### src/rtl/fifo_pkg.sv
// Shared constants for the synchronous FIFO: default geometry and a
// helper that derives the pointer width from the storage depth.
package fifo_pkg;

   localparam int FIFO_DATA_WIDTH = 8;
   localparam int FIFO_DEPTH      = 16;

   // Pointer width for a power-of-two depth (DEPTH >= 2).
   function automatic int fifo_addr_w(input int depth);
      return $clog2(depth);
   endfunction

endpackage

### src/rtl/fifo_mem.sv
// FIFO storage: DEPTH x DATA_WIDTH register array, one synchronous write
// port and one asynchronous read address. Contents are not reset.
module fifo_mem
   import fifo_pkg::*;
#(
   parameter int DATA_WIDTH = FIFO_DATA_WIDTH,
   parameter int DEPTH      = FIFO_DEPTH,
   parameter int ADDR_W     = fifo_addr_w(FIFO_DEPTH)
) (
   input  logic                  clk,
   input  logic                  wr_en,
   input  logic [ADDR_W-1:0]     wr_addr,
   input  logic [DATA_WIDTH-1:0] wr_data,
   input  logic [ADDR_W-1:0]     rd_addr,
   output logic [DATA_WIDTH-1:0] rd_data
);

   logic [DATA_WIDTH-1:0] mem [DEPTH];

   // Store write data on the rising edge when the write is accepted.
   always_ff @(posedge clk) begin
      if (wr_en) begin
         mem[wr_addr] <= wr_data;
      end
   end

   assign rd_data = mem[rd_addr];

endmodule

### src/rtl/fifo.sv
// Synchronous FIFO top: pointers, occupancy counter, full/empty flags and
// the registered read-data output. Storage lives in fifo_mem.
module fifo
   import fifo_pkg::*;
#(
   parameter int DATA_WIDTH = FIFO_DATA_WIDTH,
   parameter int DEPTH      = FIFO_DEPTH
) (
   input  logic                  clk,
   input  logic                  reset,
   input  logic                  wr_en,
   input  logic                  rd_en,
   input  logic [DATA_WIDTH-1:0] din,
   output logic [DATA_WIDTH-1:0] dout,
   output logic                  full,
   output logic                  empty
);

   localparam int ADDR_W = fifo_addr_w(DEPTH);
   localparam logic [ADDR_W:0] CNT_FULL = (ADDR_W+1)'(DEPTH);

   logic [ADDR_W-1:0]     wr_ptr;
   logic [ADDR_W-1:0]     rd_ptr;
   logic [ADDR_W:0]       count;
   logic                  wr_acc;
   logic                  rd_acc;
   logic [DATA_WIDTH-1:0] rd_data;

   // Flags come straight from the registered occupancy, so they describe
   // the state left by the most recent edge. A write into a full FIFO and
   // a read from an empty one are simply not accepted; this also gives the
   // "write only when empty" and "read only when full" simultaneous cases.
   assign full   = (count == CNT_FULL);
   assign empty  = (count == '0);
   assign wr_acc = wr_en && !full;
   assign rd_acc = rd_en && !empty;

   fifo_mem #(
      .DATA_WIDTH (DATA_WIDTH),
      .DEPTH      (DEPTH),
      .ADDR_W     (ADDR_W)
   ) u_mem (
      .clk     (clk),
      .wr_en   (wr_acc),
      .wr_addr (wr_ptr),
      .wr_data (din),
      .rd_addr (rd_ptr),
      .rd_data (rd_data)
   );

   // Write pointer advances on each accepted write, wrapping naturally.
   always_ff @(posedge clk or posedge reset) begin
      if (reset) begin
         wr_ptr <= '0;
      end else if (wr_acc) begin
         wr_ptr <= wr_ptr + 1'b1;
      end
   end

   // Read pointer advances on each accepted read, wrapping naturally.
   always_ff @(posedge clk or posedge reset) begin
      if (reset) begin
         rd_ptr <= '0;
      end else if (rd_acc) begin
         rd_ptr <= rd_ptr + 1'b1;
      end
   end

   // Occupancy: +1 on write only, -1 on read only, unchanged otherwise.
   always_ff @(posedge clk or posedge reset) begin
      if (reset) begin
         count <= '0;
      end else begin
         case ({wr_acc, rd_acc})
            2'b10:   count <= count + 1'b1;
            2'b01:   count <= count - 1'b1;
            default: count <= count;
         endcase
      end
   end

   // Registered read data: loads only on an accepted read, cleared by reset.
   always_ff @(posedge clk or posedge reset) begin
      if (reset) begin
         dout <= '0;
      end else if (rd_acc) begin
         dout <= rd_data;
      end
   end

endmodule

### config.mk
export PLATFORM = sky130hd
export DESIGN_NAME = fifo
export DESIGN_NICKNAME = d
export VERILOG_FILES = /design/src/rtl/fifo_pkg.sv /design/src/rtl/fifo_mem.sv /design/src/rtl/fifo.sv
export SDC_FILE = /design/constraint.sdc
export NUM_CORES = 1
export LEC_CHECK = 0
export CAP_MARGIN = 40
export CORE_MARGIN = 2
export CORE_UTILIZATION = 46
export DETAILED_ROUTE_END_ITERATION = 7
export PLACE_DENSITY = 0.65
export SKIP_CTS_REPAIR_TIMING = 1
export SLEW_MARGIN = 30
export SYNTH_ARGS = -nofsm -noshare
export SYNTH_HDL_FRONTEND = slang
export SYNTH_SLANG_ARGS = --single-unit
### constraint.sdc
create_clock -name clk -period 5.76 [get_ports clk]
set_input_delay 0.576 -clock clk [delete_from_list [all_inputs] [get_ports clk]]
set_output_delay 0.576 -clock clk [all_outputs]
set_load 0.05 [all_outputs]
==> results of run 1 <==
metrics by stage:
stage	worst slack (ns)	instances	area [sq um]	hold WS, ns
after floorplan	2.88	317	5940	0.501
after global placement	2.52	496	6320	0.467
after detailed placement	2.42	513	6460	0.463
after CTS	2.41	545	7020	0.477
after global routing	2.25	546	7040	0.430
final	2.43	546	7040	0.401
per-layer routing:
layer  vias to the layer above  wire (um)  global-route usage, %  share of wire (%)
met5                         -          0                      0                  0
met1                      1505       5020                   24.7                 45
met4                         0         68                   6.40               0.61
met2                        83       5340                   25.5                 48
li1                       1327          -                      -                  -
met3                         8        658                   5.18                5.9
kinds of logic after synthesis:
group	count (synthesis)
AO/OA/AOI/OAI	22
XOR/XNOR	10
adder cells (fa/ha/maj)	10
buffers and inverters	26
flip-flops	149
multiplexers	41
AND/OR/NAND/NOR	59
power by group through the flow:
stage / sequential [mW] / clock, mW / combinational (mW)
after global placement: 1.49 / 0 / 1.03
final: 1.46 / 1.05 / 1.07
after CTS: 1.46 / 1.07 / 1.09
after floorplan: 1.52 / 0 / 0.721
after detailed placement: 1.48 / 0 / 1.09
after global routing: 1.48 / 1.11 / 1.16
cell usage after synthesis:
cell	instances	share of area, %
mux2i_1	8	1.3
xnor2_1	8	1.2
or2_2	1	0.11
inv_1	10	0.63
or3b_2	1	0.15
clkbuf_1	6	0.38
buf_2	5	0.42
edfxtp_1	128	65
ha_1	9	1.9
nor2_1	13	0.82
dfrtp_1	21	8.8
a21o_1	1	0.13
nand3_1	1	0.084
o221ai_1	7	1.0
nand4_1	2	0.21
mux4_2	33	13
buf_4	3	0.38
nand2b_1	3	0.32
buf_1	2	0.13
nor2b_1	1	0.11
o21ai_4	1	0.27
fa_1	1	0.34
a21oi_1	2	0.17
nor4_1	1	0.11
nand2_1	30	1.9
and2_1	1	0.11
o21ai_0	11	0.93
or4_4	1	0.19
nor3_1	4	0.34
xor2_1	2	0.29
cells in the final DEF (no fill, tap or decap), types with 2 or more instances in the layout:
cell	Yosys	final
nand2_1	30	30
buf_8	0	2
nand4_1	2	2
clkinvlp_4	0	2
clkinv_2	0	6
a21oi_1	2	2
mux2i_1	8	8
inv_1	10	9
mux4_2	33	33
ha_1	9	9
clkinv_1	0	3
o221ai_1	7	7
nand2b_1	3	3
clkbuf_16	0	17
clkinv_4	0	2
edfxtp_1	128	128
buf_4	3	18
bufinv_16	0	2
nor3_2	0	4
nor2_1	13	13
xnor2_1	8	8
o21ai_0	11	11
clkdlybuf4s50_1	0	21
xor2_1	2	2
dfrtp_1	21	20
sequential cells by signal (all words and copies together), names as in the netlist:
register / count
wr_ptr: 4
u_mem.mem: 128
count: 5
dout: 8
rd_ptr: 4
final cells by class:
cell class | count | area, sq um
timing repair buffer | 41 | 375
multi-input combinational | 142 | 1480
clock buffer | 17 | 425
tap | 172 | 215
fill | 1002 | 5580
inverter | 10 | 37.5
sequential | 149 | 4370
clock inverter | 15 | 139
how the worst min path moves through the flow:
| stage | end | slack [ns] | cells past startpoint |
|---|---|---|---|
| after CTS | dout[2] | 0.48 | 2 |
| after detailed placement | dout[2] | 0.46 | 2 |
| final | count[1] | 0.40 | 2 |
| after global placement | dout[2] | 0.47 | 2 |
| after floorplan | count[2] | 0.50 | 2 |
| after global routing | count[0] | 0.43 | 2 |
worst max-delay path, cell delays in order (launching register included):
cell and delay [ns]:
dfrtp_1 0.43, or4_4 0.55, o21ai_4 0.37, inv_1 0.18, ha_1 0.29, ha_1 0.33, nor2b_1 0.14, o21ai_0 0.22
a21oi_1 0.10, or3b_2 0.45, xnor2_1 0.13
==> impl_results.md, run 1 <==
- Synth warnings: 0
- Count of final max-slew check failures: 0
- Final core occ: 55.8%
- P_int: 2.45 mW
- Fin nets: 383
- Final TNS setup: 0 ns
- WP data arrival: 3.62 ns
- Synth Area in Simple Gates: 4.42%
- Least-Margin Pin Slew: 0.712 ns
- RSZ-0062 raised after global routing: no
- Largest family of logic cells by synthesized area: multiplexers
- Hold crit path type: in2async
- Yosys cell types: 30
- Worst clock skew: 0.00873 ns
- Ratio of cells with drive above 1 in the final layout: 24.6%
- First-pass GRT wire length: 17.5 mm
- TritonCTS clock tree: built
- Die footprint: 13800 sq um
- Comb pwr share: 30.0%
- Psw: 1.12 mW
- Outcome: finished clean
- Core area: 12600 sq um
- # clock sinks: 149
- Worst skew pair latency: 0.41 ns
- Mux cell area share after synthesis: 13.9%
- Routed vias: 2923
- Clock power frac: 29.2%
- Row cnt: 41
- Gpl congestion: 0.746
- Cell Area, Synth: 5940 sq um
- Post-detail-place hpwl: 7.22 mm
- Sequential power share: 40.8%
- Tot Pwr: 3.58 mW
- Grt ovf: 0
- CTS H-tree depth: 4
- Achievable frequency: 300 MHz
- Pin count of the biggest net entering global routing: 36
- Setup CP Type: reg2reg
- Worst r2r dst: count[4]
- Syn_area_per_cell: 18.7 sq um
- Worst EP required: 6.05 ns
- Diode count: 0
- Yosys reg bits: 149
- Vias in the first global route: 3011
- Complex-gate fraction of the synthesized area: 2.53%
- Crit path max fanout: 18
- Tcrit/Tclk final: 57.8%
- Clk slew on worst S/H paths: 0.06 ns
- Vias/cell: 5.35
- CTS max path bufs: 2
- Pwr Density: 508 nW/um^2
- Total GRT Usage: 17.3%
- Reg-to-reg startpoint: count[0]
- Reg2reg path depth: 10
- Setup violations, final: 0
- Initial antenna violation count: 0
- Net switching fraction of the power: 31.4%
- Worst Setup SP: count[0]
- XOR/XNOR Fraction of Synth Area: 1.47%
- Layout overhead on the synthesized area: 18.5%
- Sequential share of the synthesized area: 73.5%
- Antenna-violating nets left: 0
- Leak Pwr: 2.43 nW
- Crit end category: flop
- Synth Area in Adders: 2.23%
- Mapped Cells: 317
- DRC Markers: 0
- IO Pins: 22
- Max-cap violation count: 0
- CTS buffer count: 17
- Chip Width: 118 um
- Final hold violations: 0
- Post-Synthesis Net Count: 339
- Initial cell density of the core: 47.1%
- Drt first pass iters: 5
- Peak supply drop: 0.000282 V
- Final WL: 11.1 mm
- CP Capture Point: count[4]
- Iter 0 DRT Violations: 263
- Die Ht: 118 um
- Port Buf Inserts: 21
- R2r setup slk: 2.43 ns
- Slew headroom: 52.5%
- Startpoint types: flop
- Per-cell routed wire length: 20.3 um
- Clock root cell: clkbuf_16
- Fin crit period: 3.33 ns
No activity file was read; power rests on OpenSTA's default activity.
==> run 2, diff against run 1 <==
==> constraint.sdc (replaced) <==
create_clock -name clk -period 3.24 [get_ports clk]
set_input_delay 0.324 -clock clk [delete_from_list [all_inputs] [get_ports clk]]
set_output_delay 0.324 -clock clk [all_outputs]
set_load 0.05 [all_outputs]
==> run 2 against run 1 <==
Via count down 1.3%. Highest routed layer unchanged. Largest power group unchanged. Routed wire length down 1.9%. Core utilization increased by 0.52 points. Fmax up 12%. Final cell count fell by 0.18%. Critical path depth did not move. Design area increased by 0.92%.
==> impl_results.md, run 2 (synthesis results as in run 1) <==
- Outcome: finished clean
- Peak supply drop: 0.000374 V
- Pin count of the biggest net entering global routing: 25
- Final TNS setup: 0 ns
- Worst EP required: 3.54 ns
- Layout overhead on the synthesized area: 19.6%
- # clock sinks: 149
- Max-cap violation count: 0
- Gpl congestion: 0.733
- CP Capture Point: count[4]
- Placed insts: 513
- Clock root cell: clkbuf_16
- Slew headroom: 55.5%
- Reg2reg path depth: 10
- Commonest non-fill, non-tap cells in the layout: 128 x edfxtp_1, 33 x mux4_2, 30 x nand2_1
- Post-route cell area: 7100 sq um
- Diode count: 0
- Antenna-violating nets left: 0
- Setup CP Type: reg2reg
- CTS H-tree depth: 4
- CTS buffer count: 17
- R2r setup slk: 0.26 ns
- Worst setup slack after layout: 0.263 ns
- Iter 0 DRT Violations: 181
- Startpoint types: flop
- RSZ-0062 raised after global routing: no
- Leak Pwr: 2.47 nW
- Worst r2r dst: count[4]
- Worst clock skew: 0.00587 ns
- Total GRT Usage: 17.0%
- Tcrit/Tclk final: 91.9%
- Least-Margin Pin Slew: 0.668 ns
- Fin nets: 383
- Largest regs: u_mem.mem x128, dout x8, count x5
- Per-cell routed wire length: 19.9 um
- Vias/cell: 5.29
- IO Pins: 22
- Count of final max-slew check failures: 0
- Max reg flops: 128
- Grt ovf: 0
- Most flops, register: u_mem.mem
- Chip Width: 118 um
- Final hold violations: 0
- Final hold slack: 0.168 ns
- Most common cell after layout, fill and taps aside: edfxtp_1
- TritonCTS clock tree: built
- Fin crit period: 2.98 ns
- First-pass GRT wire length: 17.3 mm
- Core area: 12600 sq um
- Port Buf Inserts: 21
- Vias in the first global route: 3069
- Final core occ: 56.3%
- Crit path max fanout: 5
- WP data arrival: 3.27 ns
- Post-Layout Cell Count: 545
- Clk slew on worst S/H paths: 0.06 ns
- Routed vias: 2885
- CTS max path bufs: 2
- Cell Area, Placed: 6430 sq um
- Crit end category: flop
- Initial cell density of the core: 47.1%
- Setup violations, final: 0
- Initial antenna violation count: 0
- Worst skew pair latency: 0.41 ns
- Post-detail-place hpwl: 6.80 mm
- Die Ht: 118 um
- DRC Markers: 0
- Final WL: 10.9 mm
- Drt first pass iters: 4
- Row cnt: 41
- Worst Setup SP: count[1]
- Ratio of cells with drive above 1 in the final layout: 23.9%
- Die footprint: 13800 sq um
- Tot Pwr: 6.64 mW
- Achievable frequency: 336 MHz
- Pwr Density: 934 nW/um^2
- Reg-to-reg startpoint: count[1]
- DP Worst Slack: 0.295 ns
- Hold crit path type: in2async
[run 2: worst min-delay path by stage]
stage	startpoint	endpoint	slack (ns)	cells after the start
CTS	reset	rd_ptr[2]	0.42	2
floorplan	reset	count[0]	0.30	1
global route	reset	dout[2]	0.19	2
finish	reset	rd_ptr[2]	0.17	2
global placement	dout[2]	dout[2]	0.46	2
detailed placement	dout[2]	dout[2]	0.47	2
[run 2: worst max-delay path, cell delays in order, from the launching register on]
cell and delay (ns):
dfrtp_1 0.41, or4_4 0.57, o21ai_4 0.14, inv_1 0.10
ha_1 0.27, ha_1 0.33, nor2b_1 0.14, o21ai_0 0.21
a21oi_1 0.10, or3b_2 0.45, xnor2_1 0.13
[run 2: power by group]
part | total [mW] | switching, mW | internal [mW]
sequential | 2.69 | 0.297 | 2.39
clock | 2.17 | 0.735 | 1.44
combinational | 1.78 | 0.943 | 0.836
[run 2: routing by layer]
| layer | part of all wire [%] | track usage [%] |
|---|---|---|
| met1 | 44 | 22.2 |
| met4 | 1.7 | 6.55 |
| met5 | 0 | 0 |
| met2 | 50 | 27.6 |
| met3 | 3.8 | 4.12 |
[run 2: layout make-up]
type / count / area (sq um)
clock buffers: 17 / 425
fillers: 979 / 5520
clock inverters: 14 / 230
well taps: 172 / 215
inverters: 10 / 37.5
multi-input cells: 142 / 1460
flip-flops and latches: 149 / 4370
repair buffers: 41 / 368
==> run 3, diff against run 2 <==
--- a/config.mk
+++ b/config.mk
@@ -6,8 +6,8 @@
 export NUM_CORES = 1
 export LEC_CHECK = 0
 export CAP_MARGIN = 40
-export CORE_MARGIN = 2
 export CORE_UTILIZATION = 46
+export CTS_CLUSTER_DIAMETER = 60
 export DETAILED_ROUTE_END_ITERATION = 7
 export PLACE_DENSITY = 0.65
 export SKIP_CTS_REPAIR_TIMING = 1
==> run 3 against run 2 <==
Global-route usage is 1.7 points higher. Final cell count up 0.18%. Critical path type unchanged. Routed wire length increased by 0.57%. Highest routed layer unchanged. Combinational power up 3%. First-iteration DRC count rose by 9.4%. Register-to-register slack lost 0.03 ns. Core utilization shrank 0.60 points.
==> impl_results.md, run 3 (synthesis results as in run 1) <==
- Outcome: finished clean
- Routed vias: 2917
- Achievable frequency: 332 MHz
- Clock power frac: 28.9%
- Tcrit/Tclk final: 92.9%
- Gpl congestion: 0.705
- Most flops, register: u_mem.mem
- Port Buf Inserts: 21
- Hold crit path type: in2async
- Final hold violations: 0
- Iter 0 DRT Violations: 198
- Largest regs: u_mem.mem x128, dout x8, count x5
- Vias in the first global route: 2961
- Clock root cell: clkbuf_16
- Per-cell routed wire length: 20.0 um
- Slew headroom: 47.4%
- Drt first pass iters: 4
- Net switching fraction of the power: 31.1%
- Layout overhead on the synthesized area: 18.3%
- DRC Markers: 0
- Chip Width: 116 um
- P_int: 4.38 mW
- Crit end category: flop
- Max reg flops: 128
- Grt ovf: 0
- Psw: 1.98 mW
- RSZ-0062 raised after global routing: no
- Top cell by count, worst path: ha_1
- Clk slew on worst S/H paths: 0.06 ns
- Leak Pwr: 2.43 nW
- Most common cell after layout, fill and taps aside: edfxtp_1
- First-pass GRT wire length: 17.2 mm
- DP Worst Slack: 0.265 ns
- Final TNS setup: 0 ns
- Max-cap violation count: 0
- Slowest cell on the critical path: or4_4
- Startpoint types: flop
- Diode count: 0
- CTS H-tree depth: 4
- WP data arrival: 3.30 ns
- Crit path max fanout: 5
- Worst skew pair latency: 0.43 ns
- Initial antenna violation count: 0
- Setup violations, final: 0
- Placed insts: 514
- Worst setup slack after layout: 0.230 ns
- Final WL: 10.9 mm
- Worst clock skew: 0.0173 ns
- Fin nets: 385
- Peak supply drop: 0.000413 V
- Fin crit period: 3.01 ns
- Initial cell density of the core: 47.1%
- Ratio of cells with drive above 1 in the final layout: 22.5%
- Sequential power share: 42.2%
- Least-Margin Pin Slew: 0.788 ns
- Die Ht: 116 um
- CP cell instances: or4_4 -> o21ai_4 -> inv_1 -> ha_1 -> ha_1 -> nor2b_1 -> o21ai_0 -> a21oi_1 -> or3b_2 -> xnor2_1
- Max incr delay on CP: 0.57 ns
- IO Pins: 22
- Post-Layout Cell Count: 546
- Die footprint: 13400 sq um
- TritonCTS clock tree: built
- Setup CP Type: reg2reg
- Count of final max-slew check failures: 0
- CTS max path bufs: 2
- Commonest non-fill, non-tap cells in the layout: 128 x edfxtp_1, 33 x mux4_2, 30 x nand2_1
- Total GRT Usage: 18.7%
- Post-detail-place hpwl: 6.91 mm
- Pin count of the biggest net entering global routing: 22
- Vias/cell: 5.34
- Row cnt: 41
- # clock sinks: 149
- Comb pwr share: 28.9%
- CTS buffer count: 17
- Pwr Density: 905 nW/um^2
- Antenna-violating nets left: 0
- Worst EP required: 3.53 ns
- Core area: 12600 sq um
- Final hold slack: 0.183 ns
run 3: cell count changes in the layout (fill, tap and decap cells not counted), sizes merged:
cell / delta
buf: +1
bufinv: -4
clkinv: -2
clkinvlp: +2
clkbuf: +4
run 3: metal layers:
layer	share of wire (%)	vias to the layer above	track usage, %	routed length, um
met5	0	-	0	0
met1	46	1518	26.2	5000
met4	1.6	0	8.46	178
met2	49	61	28.1	5340
met3	3.8	12	4.39	413
li1	-	1326	-	-
run 3: worst max-delay path, delay by kind of cell, from the launching register on:
| family | cells | cell delay, ns |
|---|---|---|
| buffers and inverters | 1 | 0.12 |
| DFF | 1 | 0.41 |
| adders and majority gates | 2 | 0.60 |
| AOI/OAI and AO/OA | 3 | 0.46 |
| and+or+nand+nor | 3 | 1.16 |
| xor gates and xnor gates | 1 | 0.13 |
run 3: area by class of cell:
type / instances / area [sq um]
Fill cell: 1017 / 5590
Clock buffer: 20 / 437
Timing Repair Buffer: 43 / 403
Clock inverter: 10 / 109
Multi-Input combinational cell: 142 / 1460
Tap cell: 172 / 215
Sequential cell: 149 / 4370
Inverter: 10 / 37.5
run 3: stage by stage:
step                      utilization [%]  total power, mW  instance area, sq um
after floorplan                         -             3.99                  5940
after global placement               51.0             4.53                  6440
after detailed placement             51.2             4.58                  6470
after CTS                            55.6             6.42                  7010
after global routing                 55.7             6.68                  7030
final                                55.7             6.36                  7030
run 3: worst paths after layout:
| path | startpoint | end | slack (ns) | cells after the start |
|---|---|---|---|---|
| min | reset | wr_ptr[3] | 0.18 | 2 |
| max reg2reg | count[1] | count[4] | 0.23 | 10 |
| max | count[1] | count[4] | 0.23 | 10 |
| max in group asynchronous | reset | rd_ptr[0] | 2.60 | 3 |
| min reg2reg | dout[4] | dout[4] | 0.48 | 2 |
| min in group clk | dout[4] | dout[4] | 0.48 | 2 |
run 3: power groups by stage:
| stage | Sequential, mW | Clock [mW] | Combinational [mW] |
|---|---|---|---|
| 3_5_place_dp | 2.73 | 0 | 1.85 |
| 2_1_floorplan | 2.70 | 0 | 1.28 |
| 3_3_place_gp | 2.74 | 0 | 1.79 |
| 4_1_cts | 2.69 | 1.87 | 1.86 |
| 6_report | 2.68 | 1.84 | 1.84 |
| 5_1_grt | 2.73 | 1.94 | 2.00 |
==> patch 1: new RTL, settings of run 1 <==
The package constant `FIFO_DATA_WIDTH` goes from 8 to 6.
--- a/src/rtl/fifo_pkg.sv
+++ b/src/rtl/fifo_pkg.sv
@@ -3,5 +3,5 @@
 package fifo_pkg;
 
-   localparam int FIFO_DATA_WIDTH = 8;
+   localparam int FIFO_DATA_WIDTH = 6;
    localparam int FIFO_DEPTH      = 16;
 
Interface: changed (resized din and dout); port bits go from 22 to 18. The function was not compared with the original's and may differ.
==> patch 1 against run 1 <==
Worst setup slack got worse by 0.065 ns. Wire length is 20% lower. Synthesized area is 20% lower. Sequential power down 21%. Sequential cell count decreased by 34. Total power shrank 11%. Design area is 19% lower. Largest power group is now clock.
==> patch 1: results (changes against run 1) <==
{| class="wikitable"
! Metric !! Value
|-
| Peak fanout along the critical path || 15 (-3)
|-
| Overall routing resource usage || 17.8% (+0.45 points)
|-
| Post-synthesis compound-gate area fraction || 4.25% (+1.7 points)
|-
| Nets || 317 (-17%)
|-
| Count of distinct cell types in the synthesized netlist || 34 (+13%)
|-
| Insertion delay of the later-clocked pin in the worst-skew pair || 0.51 ns (+0.10 ns)
|-
| Data arrival time at the worst-slack endpoint || 3.78 ns (+0.16 ns)
|-
| Slowest stage cell, crit path || sky130_fd_sc_hd__or4_1
|-
| Fraction of layout instances using a drive strength above 1 || 21.0% (-3.6 points)
|-
| Status || complete, no violations
|-
| Vias || 2362 (-19%)
|-
| Layout filler cell count || 788 (-21%)
|-
| Leakage power of the design || 2.02 nW (-17%)
|-
| Post-synth EDFFs || 96 (-25%)
|-
| Post-synthesis adder-cell area fraction || 2.80% (+0.56 points)
|-
| Most common library cells after synthesis || sky130_fd_sc_hd__edfxtp_1, sky130_fd_sc_hd__mux4_2, sky130_fd_sc_hd__dfrtp_1
|-
| I/O Buffers || 17 (-19%)
|-
| Worst rel slew slack || 53.4% (+0.90 points)
|-
| Xor and xnor area share after synthesis || 1.85% (+0.37 points)
|-
| Cell at the root of the clock tree || sky130_fd_sc_hd__clkbuf_8
|-
| Pwr Density || 558 nW/um^2 (+9.8%)
|-
| Net count of the mapped netlist || 289 (-15%)
|-
| DRC marker count from the first detailed-route iteration || 159 (-40%)
|-
| Portion of netlist area occupied by mux cells || 12.1% (-1.7 points)
|-
| Minimum setup slack after placement || 2.47 ns (+0.0473 ns)
|-
| Wire length of the first global-routing pass || 14000 um (-20%)
|-
| Routed len/inst || 19.9 um (-2.0%)
|-
| Gate count of the mapped netlist || 269 (-15%)
|-
| Post-detailed-placement half-perimeter wirelength || 5650 um (-22%)
|}
[patch 1: path summary, 6_finish.rpt]
check	cells after the start	slack (ns)	endpoint	startpoint
min in group clk	2	0.48	dout[1]	dout[1]
min reg2reg	2	0.48	dout[1]	dout[1]
max	10	2.37	count[4]	count[2]
max reg2reg	10	2.37	count[4]	count[2]
min	2	0.29	count[2]	reset
max in group asynchronous	3	5.09	wr_ptr[0]	reset
[patch 1: power breakdown]
part	total [W]	switching, W	internal [W]
registers	0.00115	0.000109	0.00104
clock network	0.00117	0.000376	0.000794
logic	0.000861	0.000474	0.000387
[patch 1: cell type report]
class / count / area, um^2 / share of cell area, %
Clock buffer: 17 / 414 / 7.26
Clock inverter: 15 / 249 / 4.36
Inverter: 10 / 37.5 / 0.658
Multi-Input combinational cell: 129 / 1250 / 22.0
Sequential cell: 115 / 3360 / 58.8
Tap cell: 136 / 170 / 2.98
Timing Repair Buffer: 24 / 223 / 3.90
[patch 1: cell families (layout without fill, tap and decap cells)]
logic type	Yosys count	after routing
flip-flops	115	115
AND/OR/NAND/NOR	52	52
AO/OA/AOI/OAI	30	30
multiplexers	27	27
buffers and inverters	25	66
adder cells (fa/ha/maj)	10	10
XOR/XNOR	10	10
[patch 1: through the flow]
stage          hold WS [ns]  utilization, %
5_1_grt               0.274            56.0
3_5_place_dp          0.479            49.4
6_report              0.290            56.0
2_1_floorplan         0.490               -
4_1_cts               0.493            55.9
3_3_place_gp          0.470            49.2
[patch 1: metal layers]
| metal | track usage (%) | part of all wire, % |
|---|---|---|
| met5 | 0 | 0 |
| met4 | 6.20 | 1.3 |
| met3 | 6.43 | 5.9 |
| met2 | 26.5 | 49 |
| met1 | 24.4 | 44 |
==> patch 2: new RTL, flow settings as in run 1 <==
Made on the original files. Make the reset (`reset`) synchronous in 4 clocked blocks. Comments in the files are not updated.
--- a/src/rtl/fifo.sv
+++ b/src/rtl/fifo.sv
@@ -50,5 +50,5 @@
 
    // Write pointer advances on each accepted write, wrapping naturally.
-   always_ff @(posedge clk or posedge reset) begin
+   always_ff @(posedge clk) begin
       if (reset) begin
          wr_ptr <= '0;
@@ -59,5 +59,5 @@
 
    // Read pointer advances on each accepted read, wrapping naturally.
-   always_ff @(posedge clk or posedge reset) begin
+   always_ff @(posedge clk) begin
       if (reset) begin
          rd_ptr <= '0;
@@ -68,5 +68,5 @@
 
    // Occupancy: +1 on write only, -1 on read only, unchanged otherwise.
-   always_ff @(posedge clk or posedge reset) begin
+   always_ff @(posedge clk) begin
       if (reset) begin
          count <= '0;
@@ -81,5 +81,5 @@
 
    // Registered read data: loads only on an accepted read, cleared by reset.
-   always_ff @(posedge clk or posedge reset) begin
+   always_ff @(posedge clk) begin
       if (reset) begin
          dout <= '0;
Check against the original RTL: differs if reset is asserted again (counterexample within 4 cycles, from zero or initial values and one cycle with reset high); with reset held inactive, the same outputs for 10 cycles.
==> patch 2 against run 1 <==
Worst setup slack better by 0.31 ns. Synthesized cell count increased by 14%. Count of clock-buffer cells in the layout is 1 higher. Combinational power fell by 35%. First-iteration DRC count up 30%. Utilization is 0.40 points lower. Design area down 0.32%. Wire length rose by 3.2%. Sequential power shrank 11%. Clock power grew 7%. Synthesized area grew 1.2%. Sequential cell count is the same. Total power fell by 13%. Largest cell class unchanged.
==> patch 2: results (changes against run 1) <==
{| class="wikitable"
! Metric !! Value
|-
| Status || complete, no violations
|-
| Post-synth EDFFs || 128 (unchanged)
|-
| Final estimated routing congestion in global placement || 0.792 (+6.3%)
|-
| GR met3 Demand/Resource || 4.05% (-1.1 points)
|-
| Pin count of the biggest net entering global routing || 29 (-19%)
|-
| Insertion delay of the later-clocked pin in the worst-skew pair || 0.41 ns (about the same)
|-
| Share of flip-flops with an asynchronous set or reset after synthesis || 0% (-14 points)
|-
| Most common library cells after synthesis || sky130_fd_sc_hd__edfxtp_1, sky130_fd_sc_hd__nor2_1, sky130_fd_sc_hd__mux2i_1
|-
| Largest registers in the final layout || u_mem.mem (128), dout (8), count (5)
|-
| Nets || 413 (+7.8%)
|-
| Register clock-pin slew on the reported worst setup and hold paths || 0.06 ns (about the same)
|-
| Met1 demand-to-capacity share in global routing || 24.8% (+0.074 points)
|-
| Post-detailed-placement half-perimeter wirelength || 7200 um (-0.22%)
|-
| Count of distinct cell types in the synthesized netlist || 39 (+30%)
|-
| Maximum buffer depth of the clock tree || 2 (unchanged)
|-
| Clk_skew || 0.00674 ns (-0.00199 ns)
|-
| Leading cell types by total area after synthesis || sky130_fd_sc_hd__edfxtp_1, sky130_fd_sc_hd__dfxtp_1, sky130_fd_sc_hd__mux4_2
|-
| Overall routing resource usage || 17.5% (+0.13 points)
|-
| Routed len/inst || 19.9 um (-2.2%)
|-
| Worst rel slew slack || 46.6% (-5.9 points)
|-
| Layout filler cell count || 1003 (+0.10%)
|-
| Total CTS buffers || 17 (unchanged)
|-
| Vias || 3109 (+6.4%)
|-
| Fraction of layout instances using a drive strength above 1 || 18.1% (-6.5 points)
|-
| Peak fanout along the critical path || 21 (+3)
|-
| DRC marker count from the first detailed-route iteration || 341 (+30%)
|-
| Maximum level of the CTS H-tree || 4 (unchanged)
|-
| Total congestion overflow || 0 (unchanged)
|-
| Worst hold path class || flip-flop to flip-flop
|-
| Cell at the root of the clock tree || sky130_fd_sc_hd__clkbuf_16
|-
| Ys Warns || 0 (unchanged)
|-
| Wire length of the first global-routing pass || 18000 um (+3.1%)
|-
| Data arrival time at the worst-slack endpoint || 3.32 ns (-0.30 ns)
|-
| Leakage power of the design || 2.23 nW (-8.5%)
|-
| Antenna diodes || 0 (unchanged)
|-
| I/O Buffers || 21 (unchanged)
|-
| Proportion of synthesized chip area in sequential cells || 70.9% (-2.6 points)
|-
| M2 GR Usage || 27.0% (+1.5 points)
|-
| Net count of the mapped netlist || 382 (+13%)
|-
| Initial antenna violation count || 0 (unchanged)
|-
| Worst voltage drop across the vdd grid || 0.222 mV (-21%)
|-
| Iteration count of the initial detailed-routing pass || 4 (-1)
|}
## patch 2: cells by family (layout without fill, tap and decap cells)
logic type | count (synthesis) | after routing | synth area share, %
flops | 149 | 149 | 70.9
simple gates | 74 | 74 | 5.66
mux | 51 | 51 | 11.8
compound gates | 41 | 41 | 5.74
buf+inv | 27 | 71 | 2.33
fa+ha+maj | 10 | 10 | 2.21
xor+xnor | 8 | 8 | 1.29
## patch 2: critical path, stage by stage (launching register included)
cell and delay (ns):
sky130_fd_sc_hd__dfxtp_1 0.35, sky130_fd_sc_hd__or4_4 0.55, sky130_fd_sc_hd__o21a_4 0.32, sky130_fd_sc_hd__ha_1 0.29
sky130_fd_sc_hd__ha_1 0.32, sky130_fd_sc_hd__nor2b_1 0.15, sky130_fd_sc_hd__o21ai_0 0.21, sky130_fd_sc_hd__a21oi_1 0.10
sky130_fd_sc_hd__or3b_1 0.35, sky130_fd_sc_hd__mux2_2 0.27
## patch 2: path summary, 6_finish.rpt
kind	from	slack [ns]	cells past startpoint	to
setup / recovery	count[0]	2.74	9	count[4]
hold reg to reg	dout[0]	0.53	2	dout[0]
hold / removal	dout[0]	0.53	2	dout[0]
setup reg to reg	count[0]	2.74	9	count[4]
## patch 2: final cells by class
class,instances,area share (%)
Sequential cell,149,60.8
Multi-Input combinational cell,184,22.9
Clock buffer,18,6.12
Timing Repair Buffer,32,4.23
Tap cell,172,3.07
Clock inverter,14,2.51
Inverter,7,0.374
## patch 2: metal layers
layer | part of all wire [%] | up-vias
met1 | 45 | 1563
li1 | - | 1455
met4 | 0.80 | 0
met2 | 48 | 86
met5 | 0 | -
met3 | 5.6 | 5
## patch 2: report_power, final
group	leakage, nW	internal, W	switching [W]
Combinational	0.606	0.000271	0.000423
Sequential	1.33	0.00125	0.0000490
Clock	0.293	0.000686	0.000432
## patch 2: through the flow
step	std cells	worst slack [ns]	hold WS, ns	cell area (um^2)
finish	576	2.74	0.533	7020
global route	576	2.61	0.567	7020
CTS	572	2.73	0.539	6990
detailed placement	540	2.47	0.531	6380
global placement	539	2.56	0.523	6370
floorplan	360	2.87	0.516	6010
